--- config.mk ---
export PLATFORM = sky130hd
export DESIGN_NAME = period_tag_tx_flat
export DESIGN_NICKNAME = d
export VERILOG_FILES = /design/src/rtl/period_tag_tx_pkg.sv /design/src/rtl/period_tag_tx_if.sv /design/src/rtl/period_tag_tx_bit_tick.sv /design/src/rtl/period_tag_tx.sv /design/src/flat_wrapper.sv
export SDC_FILE = /design/constraint.sdc
export NUM_CORES = 1
export LEC_CHECK = 0
export CAP_MARGIN = 20
export CORE_UTILIZATION = 59
export DETAILED_ROUTE_END_ITERATION = 12
export PLACE_DENSITY = 0.87
export SKIP_CTS_REPAIR_TIMING = 1
export SLEW_MARGIN = 10
export SYNTH_ARGS = -nofsm -noshare
export SYNTH_HDL_FRONTEND = slang
export SYNTH_SLANG_ARGS = --single-unit
export TNS_END_PERCENT = 30
--- constraint.sdc ---
create_clock -name clk -period 5.7 [get_ports clk]
set_clock_uncertainty 0.15 [all_clocks]
set_input_delay 1.14 -clock clk [delete_from_list [all_inputs] [get_ports clk]]
set_output_delay 1.14 -clock clk [all_outputs]
set_load 0.005 [all_outputs]
--- src/rtl/period_tag_tx_pkg.sv ---
// Shared types, defaults and helpers for the period tag serial transmitter.
package period_tag_tx_pkg;

    typedef enum logic [2:0] {
        ST_IDLE   = 3'd0,
        ST_START  = 3'd1,
        ST_SYNC   = 3'd2,
        ST_DATA   = 3'd3,
        ST_PARITY = 3'd4,
        ST_STOP   = 3'd5
    } state_e;

    localparam logic [7:0]  SYNC_WORD_DEF  = 8'hD5;
    localparam int unsigned PERIOD_W_DEF   = 48;
    localparam int unsigned FRAME_OVERHEAD = 11;
    localparam int unsigned FRAME_BITS_DEF = PERIOD_W_DEF + FRAME_OVERHEAD;
    // Widest period the parity helper covers.
    localparam int unsigned PARITY_MAX_W   = 64;

    function automatic int unsigned frame_bits(input int unsigned period_w);
        return period_w + FRAME_OVERHEAD;
    endfunction

    // Even parity: XOR of all period bits; zero-extension leaves it unchanged.
    function automatic logic calc_parity(input logic [PARITY_MAX_W-1:0] value);
        return ^value;
    endfunction

endpackage

--- src/rtl/period_tag_tx_if.sv ---
// Strobe/period inputs and serial/status outputs of the period tag transmitter.
interface period_tag_tx_if #(
    parameter int unsigned PERIOD_W = 48
);
    logic                en;
    logic                period_done;
    logic [PERIOD_W-1:0] period;
    logic                tx;
    logic                busy;
    logic                frame_sent;
    logic [7:0]          overrun_cnt;

    modport master (
        output en, period_done, period,
        input  tx, busy, frame_sent, overrun_cnt
    );

    modport slave (
        input  en, period_done, period,
        output tx, busy, frame_sent, overrun_cnt
    );
endinterface

--- src/rtl/period_tag_tx_bit_tick.sv ---
// Bit-slot divider: counts 0..BIT_DIV-1, synchronous clear, registered tick on the last count.
module period_tag_tx_bit_tick #(
    parameter int unsigned BIT_DIV = 4
) (
    input  logic       clk,
    input  logic       rst_n,
    input  logic       clr_i,
    output logic       tick_o,
    output logic [7:0] cnt_o
);
    localparam logic [7:0] LAST = 8'(BIT_DIV - 1);

    logic [7:0] cnt_q, cnt_d;
    logic       tick_q, tick_d;

    always_comb begin
        cnt_d  = cnt_q + 8'd1;
        if (clr_i || (cnt_q == LAST)) begin
            cnt_d = 8'd0;
        end
        tick_d = (cnt_d == LAST);
    end

    always_ff @(posedge clk or negedge rst_n) begin
        if (!rst_n) begin
            cnt_q  <= 8'd0;
            tick_q <= 1'b0;
        end else begin
            cnt_q  <= cnt_d;
            tick_q <= tick_d;
        end
    end

    assign tick_o = tick_q;
    assign cnt_o  = cnt_q;

endmodule

--- src/rtl/period_tag_tx.sv ---
// Captures the period count on each accepted strobe and sends it as a framed,
// parity-protected word (start, sync, period MSB first, parity, stop) on tx.
module period_tag_tx
    import period_tag_tx_pkg::*;
#(
    parameter int unsigned PERIOD_W  = PERIOD_W_DEF,
    parameter int unsigned BIT_DIV   = 4,
    parameter logic [7:0]  SYNC_WORD = SYNC_WORD_DEF
) (
    input  logic           clk,
    input  logic           rst_n,
    period_tag_tx_if.slave tag_if
);
    localparam int unsigned BCW        = (PERIOD_W > 8) ? $clog2(PERIOD_W) : 3;
    localparam logic [BCW-1:0] SYNC_LAST = BCW'(7);
    localparam logic [BCW-1:0] DATA_LAST = BCW'(PERIOD_W - 1);
    localparam logic [7:0] DIV_PENULT  = 8'(BIT_DIV - 2);

    state_e              state_q, state_d;
    logic [BCW-1:0]      bit_cnt_q, bit_cnt_d;
    logic [PERIOD_W-1:0] shift_q, shift_d;
    logic [7:0]          sync_q, sync_d;
    logic                parity_q, parity_d;
    logic                tx_q, tx_d;
    logic                busy_q, busy_d;
    logic                frame_sent_q, frame_sent_d;
    logic [7:0]          ovr_q, ovr_d;
    logic                accept_c;
    logic                strobe_c;
    logic                tick;
    logic [7:0]          div_cnt;

    period_tag_tx_bit_tick #(.BIT_DIV(BIT_DIV)) u_bit_tick (
        .clk    (clk),
        .rst_n  (rst_n),
        .clr_i  (accept_c),
        .tick_o (tick),
        .cnt_o  (div_cnt)
    );

    // Next-state logic: tx_d is the value of the bit slot that starts on the next edge.
    always_comb begin
        state_d      = state_q;
        bit_cnt_d    = bit_cnt_q;
        shift_d      = shift_q;
        sync_d       = sync_q;
        parity_d     = parity_q;
        tx_d         = tx_q;
        ovr_d        = ovr_q;
        strobe_c     = tag_if.period_done && tag_if.en;
        accept_c     = 1'b0;

        case (state_q)
            ST_IDLE: tx_d = 1'b1;
            ST_START: if (tick) begin
                state_d   = ST_SYNC;
                bit_cnt_d = '0;
                tx_d      = sync_q[7];
                sync_d    = {sync_q[6:0], 1'b0};
            end
            ST_SYNC: if (tick) begin
                if (bit_cnt_q == SYNC_LAST) begin
                    state_d   = ST_DATA;
                    bit_cnt_d = '0;
                    tx_d      = shift_q[PERIOD_W-1];
                    shift_d   = {shift_q[PERIOD_W-2:0], 1'b0};
                end else begin
                    bit_cnt_d = bit_cnt_q + BCW'(1);
                    tx_d      = sync_q[7];
                    sync_d    = {sync_q[6:0], 1'b0};
                end
            end
            ST_DATA: if (tick) begin
                if (bit_cnt_q == DATA_LAST) begin
                    state_d = ST_PARITY;
                    tx_d    = parity_q;
                end else begin
                    bit_cnt_d = bit_cnt_q + BCW'(1);
                    tx_d      = shift_q[PERIOD_W-1];
                    shift_d   = {shift_q[PERIOD_W-2:0], 1'b0};
                end
            end
            ST_PARITY: if (tick) begin
                state_d = ST_STOP;
                tx_d    = 1'b1;
            end
            ST_STOP: if (tick) begin
                state_d = ST_IDLE;
                tx_d    = 1'b1;
            end
            default: begin
                state_d = ST_IDLE;
                tx_d    = 1'b1;
            end
        endcase

        // The last stop cycle accepts a strobe so back-to-back frames have no idle gap.
        accept_c = strobe_c && ((state_q == ST_IDLE) || ((state_q == ST_STOP) && tick));
        if (accept_c) begin
            state_d   = ST_START;
            bit_cnt_d = '0;
            shift_d   = tag_if.period;
            sync_d    = SYNC_WORD;
            parity_d  = calc_parity(PARITY_MAX_W'(tag_if.period));
            tx_d      = 1'b0;
        end else if (strobe_c && (state_q != ST_IDLE) && (ovr_q != 8'hFF)) begin
            ovr_d = ovr_q + 8'd1;
        end

        busy_d       = (state_d != ST_IDLE);
        frame_sent_d = (state_q == ST_STOP) && (div_cnt == DIV_PENULT);
    end

    always_ff @(posedge clk or negedge rst_n) begin
        if (!rst_n) begin
            state_q      <= ST_IDLE;
            bit_cnt_q    <= '0;
            shift_q      <= '0;
            sync_q       <= 8'd0;
            parity_q     <= 1'b0;
            tx_q         <= 1'b1;
            busy_q       <= 1'b0;
            frame_sent_q <= 1'b0;
            ovr_q        <= 8'd0;
        end else begin
            state_q      <= state_d;
            bit_cnt_q    <= bit_cnt_d;
            shift_q      <= shift_d;
            sync_q       <= sync_d;
            parity_q     <= parity_d;
            tx_q         <= tx_d;
            busy_q       <= busy_d;
            frame_sent_q <= frame_sent_d;
            ovr_q        <= ovr_d;
        end
    end

    assign tag_if.tx          = tx_q;
    assign tag_if.busy        = busy_q;
    assign tag_if.frame_sent  = frame_sent_q;
    assign tag_if.overrun_cnt = ovr_q;

endmodule

--- src/flat_wrapper.sv ---
// flat-port wrapper written by rule: the top's interface ports become plain ports
module period_tag_tx_flat import period_tag_tx_pkg::*;
#(
    parameter int unsigned PERIOD_W  = PERIOD_W_DEF,
    parameter int unsigned BIT_DIV   = 4,
    parameter logic [7:0]  SYNC_WORD = SYNC_WORD_DEF
)
  (clk, rst_n, tag_if_en, tag_if_period_done, tag_if_period, tag_if_tx, tag_if_busy, tag_if_frame_sent, tag_if_overrun_cnt);
  period_tag_tx_if #(.PERIOD_W(PERIOD_W)) tag_if_i ();
  input  logic clk;
  input  logic rst_n;
  input wire logic [$bits(tag_if_i.en)-1:0] tag_if_en;
  input wire logic [$bits(tag_if_i.period_done)-1:0] tag_if_period_done;
  input wire logic [$bits(tag_if_i.period)-1:0] tag_if_period;
  output wire logic [$bits(tag_if_i.tx)-1:0] tag_if_tx;
  output wire logic [$bits(tag_if_i.busy)-1:0] tag_if_busy;
  output wire logic [$bits(tag_if_i.frame_sent)-1:0] tag_if_frame_sent;
  output wire logic [$bits(tag_if_i.overrun_cnt)-1:0] tag_if_overrun_cnt;
  assign tag_if_i.en = tag_if_en;
  assign tag_if_i.period_done = tag_if_period_done;
  assign tag_if_i.period = tag_if_period;
  assign tag_if_tx = tag_if_i.tx;
  assign tag_if_busy = tag_if_i.busy;
  assign tag_if_frame_sent = tag_if_i.frame_sent;
  assign tag_if_overrun_cnt = tag_if_i.overrun_cnt;
  period_tag_tx #(.PERIOD_W(PERIOD_W), .BIT_DIV(BIT_DIV), .SYNC_WORD(SYNC_WORD)) u_core (.clk(clk), .rst_n(rst_n), .tag_if(tag_if_i));
endmodule
==> impl_metrics.csv, run 1 <==
group,metric,value,unit
pwr,leakage,2.50,nW
worst_setup_path,cp-end-kind,"flip-flop",
yosys,synth_top_family_by_area,"simple AND/OR/NAND/NOR gates",
pwr,p_seq_frac,0.441,
drt,drt-total-wl,8590,um
hold_path,min_path_cells,1,
die,start_util,0.614,
sta,clock.fmax,312,MHz
sta,rsz0062_at_grt,"false",
sta,period_share,0.562,
clock_tree,cts.sinks,86,
global_route,busiest_layer,"met2",
layout,area_growth,20.8,%
global_route,gr-total-overflow,0,
yosys,synthAdderAreaFrac,0.0112,
run,cap_violations,0,
yosys,ys_ff_latch,86,
clock_tree,cts_buffers,9,
layout,fill_cells,520,
worst_setup_path,arrival,3.25,ns
clock_tree,clockBufferDepth,2,
pwr,p_int,1.64,mW
yosys,ys_types,45,
yosys,netlist.area_leader.share,0.475,
worst_setup_path,crit_type,"reg -> reg",
yosys,synth-edff-count,0,
worst_setup_path,crit_fanout,28,
global_route,grtUsageTotal,0.232,
drt,vias,3250,
worst_setup_path,cp.required,5.75,ns
global_route,grt_max_degree,102,
sta,slew_viol_final,0,
drt,drt-pass1-iter-count,4,
worst_setup_path,r2r_cells,8,
place,dp_cells,586,
layout,layout-drive-gt1-share,0.0595,
drt,drcViolationCount,0,
layout,stdcell_count,603,
clock_tree,tritoncts,"yes",
global_route,grt_pass1_vias,3137,
drt,routed_via_density,5.39,
place,dp_hpwl,6010,um
die,core_area,0.00729,mm^2
yosys,synth_flop_cell,"dfrtp_1",
yosys,synth_area_leaders,"dfrtp_1 (48%), mux2i_1 (12%), xnor2_1 (8.8%)",
global_route,grtUsageMet3,0.0332,
clock_tree,cts.reportedPaths.clkPinSlew,0.09,ns
global_route,grt_util_met2,0.381,
drt,routedWlPerCell,14.2,um
global_route,grt_pass1_wl,14000,um
yosys,postSynthCellCount,445,
global_route,antenna_found_initial,0,
die,dieArea,0.00794,mm^2
drt,first_iter_violations,122,
clock_tree,root_buffer,"clkbuf_8",
pwr,swShare,0.344,
layout,fin_nets,555,
hold_path,min_path_type,"reg -> reg",
sta,worst_pin_slew,0.902,ns
pwr,vdd_drop_max,0.000211,V
yosys,syn_nets,501,
clock_tree,clk_latency,0.35,ns
yosys,synth_compound_area_frac,0.0989,
global_route,grt_util_met1,0.309,
pwr,combPwrFrac,0.353,
yosys,synthSimpleGateAreaFrac,0.133,
pwr,clockPowerShare,0.206,
outcome,status,"completed",
layout,n_antenna_cell,0,
clock_tree,cts-htree-levels,3,
sta,tns,0,ns
sta,hold_viol,0,
yosys,syn_avg_cell_area,10.1,um^2
yosys,yosysSeqAreaShare,0.481,
die,die_w,89.1,um
pwr,power-per-cell-area,461,mW/mm^2
drt,drtAntennaViolNets,0,
place,gp_congestion,0.813,
die,rows,31,
sta,finalSetupViolations,0,
place,io_buffers,62,
pwr,switchingPower,0.857,mW
yosys,ys_async_sr_fraction,1.00,
die,die_h,89.1,um
sta,maxSlewHeadroom,0.399,
yosys,synth-xor-area-share,0.119,
worst_setup_path,worst_setup_path_start_kind,"flip-flop",
yosys,yosysTopAreaCell,"dfrtp_1",
yosys,muxShareOfSynthArea,0.125,
yosys,ys.warnings.count,0,
sta,fin_crit,3.20,ns
yosys,synth_area,0.00448,mm^2
die,io_pins,63,
## metrics by stage
stage          instance area [um^2]  worst slack (ns)  hold slack, ns  utilization  total power, mW
6_report                       5410              2.50           0.351        0.742             2.49
4_1_cts                        5380              2.50           0.352        0.738             2.51
3_3_place_gp                   5130              2.60           0.330        0.704             1.92
2_1_floorplan                  4480              3.24           0.305            -             1.71
3_5_place_dp                   5130              2.54           0.338        0.704             1.98
5_1_grt                        5410              2.30           0.394        0.742             2.68
## power groups by stage
stage          sequential (mW)  combinational (mW)  clock [mW]
2_1_floorplan             1.03               0.683           0
3_3_place_gp              1.09               0.831           0
3_5_place_dp              1.11               0.875           0
4_1_cts                   1.10               0.889       0.524
5_1_grt                   1.14               0.996       0.552
6_report                  1.10               0.879       0.513
## flip-flops by register name, indices dropped and copies added, names as in the netlist, 3 cells and up
| signal | flops |
|---|---|
| u_core.bit_cnt_q | 6 |
| u_core.state_q | 3 |
| u_core.u_bit_tick.cnt_o | 8 |
| u_core.shift_q | 48 |
| u_core.tag_if.overrun_cnt | 8 |
| u_core.sync_q | 8 |
## synth_stat cells, types with 2 or more instances
cell type and instances:
dfrtp_1 85, nand2_1 69, mux2i_1 55, o21ai_1 55, xnor2_1 45, nor2_1 22
xor2_1 13, clkbuf_1 10, nand3_1 10, inv_1 8, nor3_1 7, a21oi_1 6
buf_2 6, and3_1 5, nor2b_1 5, ha_1 4, buf_1 3, buf_6 3
nand4_1 3, o21ai_0 3, nand2b_1 2, nor4_1 2, o221ai_1 2
## area by class of cell
type | count | area [um^2] | share of cell area
Inverter | 8 | 30.0 | 0.00555
Tap cell | 99 | 124 | 0.0229
Multi-Input combinational cell | 329 | 2190 | 0.406
Clock inverter | 5 | 106 | 0.0197
Clock buffer | 11 | 141 | 0.0261
Sequential cell | 86 | 2150 | 0.398
Timing Repair Buffer | 65 | 661 | 0.122
## critical path: stages (launching register included)
cell and delay, ns:
dfrtp_1 0.40, ha_1 0.24, nand3_1 0.17, nor3_2 0.29, nor2b_1 0.13, o211ai_4 0.72
buf_4 0.54, mux2i_1 0.29, o21ai_1 0.10
## routing by layer
layer / share of wire / wire length [um] / up-vias
li1: - / - / 1628
met1: 0.45 / 3870 / 1560
met2: 0.50 / 4330 / 49
met3: 0.028 / 239 / 13
met4: 0.018 / 152 / 0
met5: 0 / 0 / -
## path summary, 6_finish.rpt
| check | from | to | slack [ns] |
|---|---|---|---|
| max in group asynchronous | rst_n | u_core.tag_if.tx$_DFFE_PN1P_ | 4.28 |
| max | u_core.bit_cnt_q[0]$_DFFE_PN0P_ | u_core.shift_q[27]$_DFFE_PN0P_ | 2.50 |
| min in group asynchronous | rst_n | u_core.tag_if.overrun_cnt[0]$_DFFE_PN0P_ | 0.51 |
| max reg2reg | u_core.bit_cnt_q[0]$_DFFE_PN0P_ | u_core.shift_q[27]$_DFFE_PN0P_ | 2.50 |
| min | u_core.tag_if.overrun_cnt[6]$_DFFE_PN0P_ | u_core.tag_if.overrun_cnt[6]$_DFFE_PN0P_ | 0.35 |
| min reg2reg | u_core.tag_if.overrun_cnt[6]$_DFFE_PN0P_ | u_core.tag_if.overrun_cnt[6]$_DFFE_PN0P_ | 0.35 |
## cell usage in the layout, fill, tap and decap left out, drive strengths merged, types with 3 or more instances in the layout
cell,Yosys,layout
xnor2,45,45
a21oi,6,6
clkdlybuf4s50,0,61
bufinv,0,3
mux2i,55,55
nor3,8,8
nor2,23,23
clkbuf,10,11
nand4,3,3
xor2,13,13
dfrtp,85,85
ha,4,4
nand3,10,10
buf,12,4
nand2,69,69
nor2b,5,5
and3,5,5
inv,8,8
o21ai,59,59
## logic make-up after synthesis
logic type,Yosys count
XOR/XNOR,59
AND/OR/NAND/NOR,133
buffers and inverters,30
AO/OA/AOI/OAI,77
multiplexers,56
adder cells (fa/ha/maj),4
flip-flops,86
Power figures use the tool's default switching activity.
==> run 2: changes to the inputs <==
CORE_UTILIZATION = 50   (was 59)
PLACE_DENSITY = 0.79   (was 0.87)
clock period = 2.55 ns   (was 5.7 ns; I/O delays follow)
==> impl_metrics.csv, run 2 (same netlist as run 1, synthesis figures left out) <==
group,metric,value,unit
layout,mostFrequentLayoutCells,"dfrtp_1 (85), nand2_1 (69), clkdlybuf4s50_1 (61)",
die,die_h,96.6,um
global_route,grt_pass1_vias,3266,
drt,routedWlPerCell,13.8,um
pwr,power-per-cell-area,994,mW/mm^2
sta,slew_viol_final,0,
drt,drtAntennaViolNets,0,
sta,fin_crit,2.22,ns
worst_setup_path,worst_setup_path_start_kind,"flip-flop",
layout,area_growth,22.1,%
global_route,grt_max_degree,49,
sta,finalSetupViolations,0,
clock_tree,clk_latency,0.36,ns
pwr,leakage,2.53,nW
place,dp_hpwl,6190,um
drt,first_iter_violations,129,
sta,hold_slack,-0.0113,ns
clock_tree,cts_buffers,9,
die,rows,34,
global_route,gr-total-overflow,0,
layout,fin_nets,562,
sta,hold_viol,16,
worst_setup_path,critPathMaxStageDelay,0.41,ns
pwr,vdd_drop_max,0.000454,V
worst_setup_path,r2r_slack,0.33,ns
global_route,grtUsageTotal,0.192,
layout,final_core_util,0.630,
hold_path,min_path_type,"in -> async",
place,io_buffers,62,
sta,fin_ws,0.328,ns
worst_setup_path,r2r-start,"u_core.bit_cnt_q[0]$_DFFE_PN0P_",
pwr,p_total,5.44,mW
sta,period_share,0.871,
clock_tree,clockBufferDepth,2,
drt,vias,3293,
drt,routed_via_density,5.32,
clock_tree,root_buffer,"clkbuf_8",
layout,largest-register,"u_core.shift_q",
die,core_area,0.00868,mm^2
worst_setup_path,cpMaxStageDelayCell,"dfrtp_1",
layout,n_antenna_cell,0,
outcome,status,"complete, but fails checks",
place,place_ws,0.0616,ns
sta,clock.fmax,450,MHz
drt,drcViolationCount,0,
die,dieArea,0.00934,mm^2
clock_tree,cts.reportedPaths.clkPinSlew,0.09,ns
sta,worst_pin_slew,0.639,ns
worst_setup_path,cp.required,2.64,ns
global_route,grt_pass1_wl,14900,um
global_route,antenna_found_initial,0,
die,die_w,96.6,um
worst_setup_path,r2r-end,"u_core.shift_q[23]$_DFFE_PN0P_",
clock_tree,tritoncts,"yes",
layout,layout-drive-gt1-share,0.0744,
clock_tree,cts.sinks,86,
sta,maxSlewHeadroom,0.569,
clock_tree,cts-htree-levels,3,
worst_setup_path,r2r_cells,8,
worst_setup_path,crit_type,"reg -> reg",
die,io_pins,63,
run,cap_violations,0,
drt,drt-total-wl,8570,um
worst_setup_path,cp-end-kind,"flip-flop",
place,gp_congestion,0.798,
worst_setup_path,arrival,2.31,ns
worst_setup_path,crit_fanout,48,
outcome,violations,"negative hold slack",
worst_setup_path,worstPathCellList,"ha_1 -> nand3_1 -> nor3_2 -> nor2b_1 -> o211ai_4 -> buf_12 -> mux2i_1 -> o21ai_1",
sta,tns,0,ns
layout,largest_reg_flops,48,
sta,rsz0062_at_grt,"false",
drt,drt-pass1-iter-count,4,
die,start_util,0.516,
layout,final_common_cell,"dfrtp_1",
[run 2: changes by cell type in the layout (fill, tap and decap cells not counted)]
| cell | change |
|---|---|
| buf_4 | +4 |
| inv_8 | +2 |
| clkinvlp_4 | -1 |
| buf_16 | -1 |
| clkbuf_8 | -1 |
| buf_12 | +4 |
| clkbuf_1 | -1 |
| bufinv_16 | -2 |
| inv_6 | +3 |
[run 2: power breakdown]
group | switching (mW) | internal [mW] | leakage (nW)
Sequential | 0.457 | 1.97 | 1.06
Combinational | 0.956 | 1.04 | 1.36
Clock | 0.541 | 0.479 | 0.109
[run 2: layout make-up]
class	count	area (um^2)
fill	728	3210
multi-input combinational	329	2190
sequential	86	2150
timing repair buffer	72	743
tap	108	135
clock buffer	9	124
clock inverter	7	87.6
inverter	8	30.0
[run 2: worst max-delay path by stage]
stage | start | end | cells past startpoint | slack (ns)
after floorplan | u_core.bit_cnt_q[0]$_DFFE_PN0P_ | u_core.shift_q[17]$_DFFE_PN0P_ | 9 | 0.51
after global placement | tag_if_period[47] | u_core.parity_q$_DFFE_PN0P_ | 7 | 0.08
after detailed placement | tag_if_period[1] | u_core.parity_q$_DFFE_PN0P_ | 7 | 0.06
after CTS | u_core.bit_cnt_q[0]$_DFFE_PN0P_ | u_core.shift_q[23]$_DFFE_PN0P_ | 8 | 0.33
after global routing | u_core.bit_cnt_q[0]$_DFFE_PN0P_ | u_core.shift_q[5]$_DFFE_PN0P_ | 8 | 0.16
final | u_core.bit_cnt_q[0]$_DFFE_PN0P_ | u_core.shift_q[23]$_DFFE_PN0P_ | 8 | 0.33
[run 2: per-layer routing]
metal | GRT usage | wire length [um] | share of wire
met1 | 0.250 | 3920 | 0.46
met2 | 0.322 | 4270 | 0.50
met3 | 0.0419 | 269 | 0.031
met4 | 0.0586 | 107 | 0.012
met5 | 0 | 0 | 0
[run 2: metrics by stage]
step	instances	cell area, um^2
floorplan	445	4480
global placement	603	5260
detailed placement	603	5260
CTS	619	5470
global route	619	5470
finish	619	5470
[run 2: critical path: cells and delay by family, from the launching register on]
kind / cells / cell delay [ns]
and+or+nand+nor: 3 / 0.45
AOI/OAI and AO/OA: 2 / 0.26
buffers and inverters: 1 / 0.33
DFF: 1 / 0.41
muxes: 1 / 0.25
adders and majority gates: 1 / 0.23
==> run 3: changes to the inputs <==
CORE_MARGIN = 5   (was unset)
==> impl_metrics.csv, run 3 (same netlist as run 1, synthesis figures left out) <==
group,metric,value,unit
worst_setup_path,crit_fanout,48,
clock_tree,cts.reportedPaths.clkPinSlew,0.08,ns
die,dieArea,0.0109,mm^2
global_route,grt_pass1_vias,3251,
sta,finalSetupViolations,0,
pwr,vdd_drop_max,0.000427,V
global_route,antenna_found_initial,0,
worst_setup_path,crit_type,"reg -> reg",
pwr,p_int,3.48,mW
layout,final_common_cell,"dfrtp_1",
hold_path,min_path_type,"in -> async",
drt,routed_via_density,5.29,
global_route,gr-total-overflow,0,
sta,period_share,0.878,
die,die_h,105,um
drt,first_iter_violations,121,
drt,vias,3261,
layout,fin_nets,560,
worst_setup_path,cp.required,2.62,ns
pwr,clockPowerShare,0.173,
clock_tree,root_buffer,"clkbuf_8",
layout,mostFrequentLayoutCells,"dfrtp_1 (85), nand2_1 (69), clkdlybuf4s50_1 (61)",
sta,tns,0,ns
layout,n_antenna_cell,0,
worst_setup_path,critPathMaxStageDelay,0.39,ns
layout,largest_reg_flops,48,
pwr,p_total,5.36,mW
pwr,p_seq_frac,0.455,
sta,worst_pin_slew,0.605,ns
clock_tree,clk_latency,0.34,ns
sta,maxSlewHeadroom,0.592,
pwr,swShare,0.350,
worst_setup_path,worst_setup_path_start_kind,"flip-flop",
place,placedInstanceArea,0.00523,mm^2
layout,final_cell_area,0.00542,mm^2
pwr,power-per-cell-area,988,mW/mm^2
sta,clock.fmax,446,MHz
worst_setup_path,cpMaxStageDelayCell,"dfrtp_1",
sta,fin_crit,2.24,ns
sta,hold_viol,0,
place,gp_congestion,0.784,
run,cap_violations,0,
drt,drt-pass1-iter-count,4,
die,core_area,0.00872,mm^2
pwr,switchingPower,1.88,mW
die,rows,34,
layout,area_growth,21.2,%
worst_setup_path,critical_path_buf_inv_count,1,
worst_setup_path,worstPathCellList,"ha_1 -> nand3_1 -> nor3_2 -> nor2b_1 -> o211ai_4 -> buf_12 -> mux2i_1 -> o21ai_1",
sta,slew_viol_final,0,
drt,routedWlPerCell,14.2,um
worst_setup_path,arrival,2.31,ns
worst_setup_path,cp-end-kind,"flip-flop",
place,io_buffers,62,
clock_tree,cts-htree-levels,3,
pwr,combPwrFrac,0.371,
sta,rsz0062_at_grt,"false",
die,die_w,105,um
drt,drt-total-wl,8750,um
pwr,leakage,2.51,nW
drt,drcViolationCount,0,
clock_tree,tritoncts,"yes",
global_route,grtUsageTotal,0.160,
die,start_util,0.513,
global_route,grt_max_degree,76,
layout,layout-drive-gt1-share,0.0689,
worst_setup_path,crit_family,"simple AND/OR/NAND/NOR gates",
clock_tree,clockBufferDepth,2,
clock_tree,cts_buffers,9,
clock_tree,cts.sinks,86,
die,io_pins,63,
outcome,status,"completed",
drt,drtAntennaViolNets,0,
place,dp_hpwl,6540,um
layout,largest-register,"u_core.shift_q",
global_route,grt_pass1_wl,14800,um
[run 3: changes by cell type in the layout (fill, tap and decap cells not counted)]
cell	delta
inv_6	-2
clkinv_2	+2
inv_8	-2
clkbuf_8	+1
buf_12	-1
buf_4	-1
[run 3: routing by layer]
layer | global-route usage | part of all wire | up-vias
li1 | - | - | 1639
met1 | 0.210 | 0.45 | 1570
met2 | 0.271 | 0.51 | 44
met3 | 0.0265 | 0.026 | 8
met4 | 0.0521 | 0.012 | 0
met5 | 0 | 0 | -
[run 3: power groups by stage]
stage / Combinational (mW) / Clock, mW / Sequential (mW)
floorplan: 1.53 / 0 / 2.30
global route: 2.22 / 1.01 / 2.53
CTS: 2.02 / 0.955 / 2.44
detailed placement: 2.01 / 0 / 2.45
global placement: 1.92 / 0 / 2.43
finish: 1.99 / 0.929 / 2.44
[run 3: worst paths after layout]
check / start / endpoint / slack (ns) / cells after the start
max: u_core.bit_cnt_q[0]$_DFFE_PN0P_ / u_core.shift_q[6]$_DFFE_PN0P_ / 0.31 / 8
min: rst_n / u_core.u_bit_tick.cnt_o[7]$_DFF_PN0_ / 0.002 / 1
max reg2reg: u_core.bit_cnt_q[0]$_DFFE_PN0P_ / u_core.shift_q[6]$_DFFE_PN0P_ / 0.31 / 8
min reg2reg: u_core.sync_q[2]$_DFFE_PN0P_ / u_core.sync_q[2]$_DFFE_PN0P_ / 0.35 / 2
max in group asynchronous: rst_n / u_core.tag_if.tx$_DFFE_PN1P_ / 1.60 / 2
min in group clk: u_core.sync_q[2]$_DFFE_PN0P_ / u_core.sync_q[2]$_DFFE_PN0P_ / 0.35 / 2
[run 3: through the flow]
| step | setup slack (ns) | hold WS [ns] | utilization | std cells |
|---|---|---|---|---|
| 3_5_place_dp | 0.00950 | 0.334 | 0.600 | 601 |
| 5_1_grt | 0.164 | 0.0401 | 0.622 | 616 |
| 4_1_cts | 0.331 | 0.0132 | 0.622 | 616 |
| 3_3_place_gp | 0.0820 | 0.332 | 0.600 | 601 |
| 2_1_floorplan | 0.509 | 0.0644 | - | 445 |
| 6_report | 0.310 | 0.00174 | 0.622 | 616 |
[run 3: area by class of cell]
| cell class | instances | area [um^2] |
|---|---|---|
| clock inverter | 5 | 57.6 |
| sequential | 86 | 2150 |
| multi-input combinational | 329 | 2190 |
| tap | 108 | 135 |
| fill | 706 | 3300 |
| clock buffer | 10 | 138 |
| timing repair buffer | 70 | 716 |
| inverter | 8 | 30.0 |
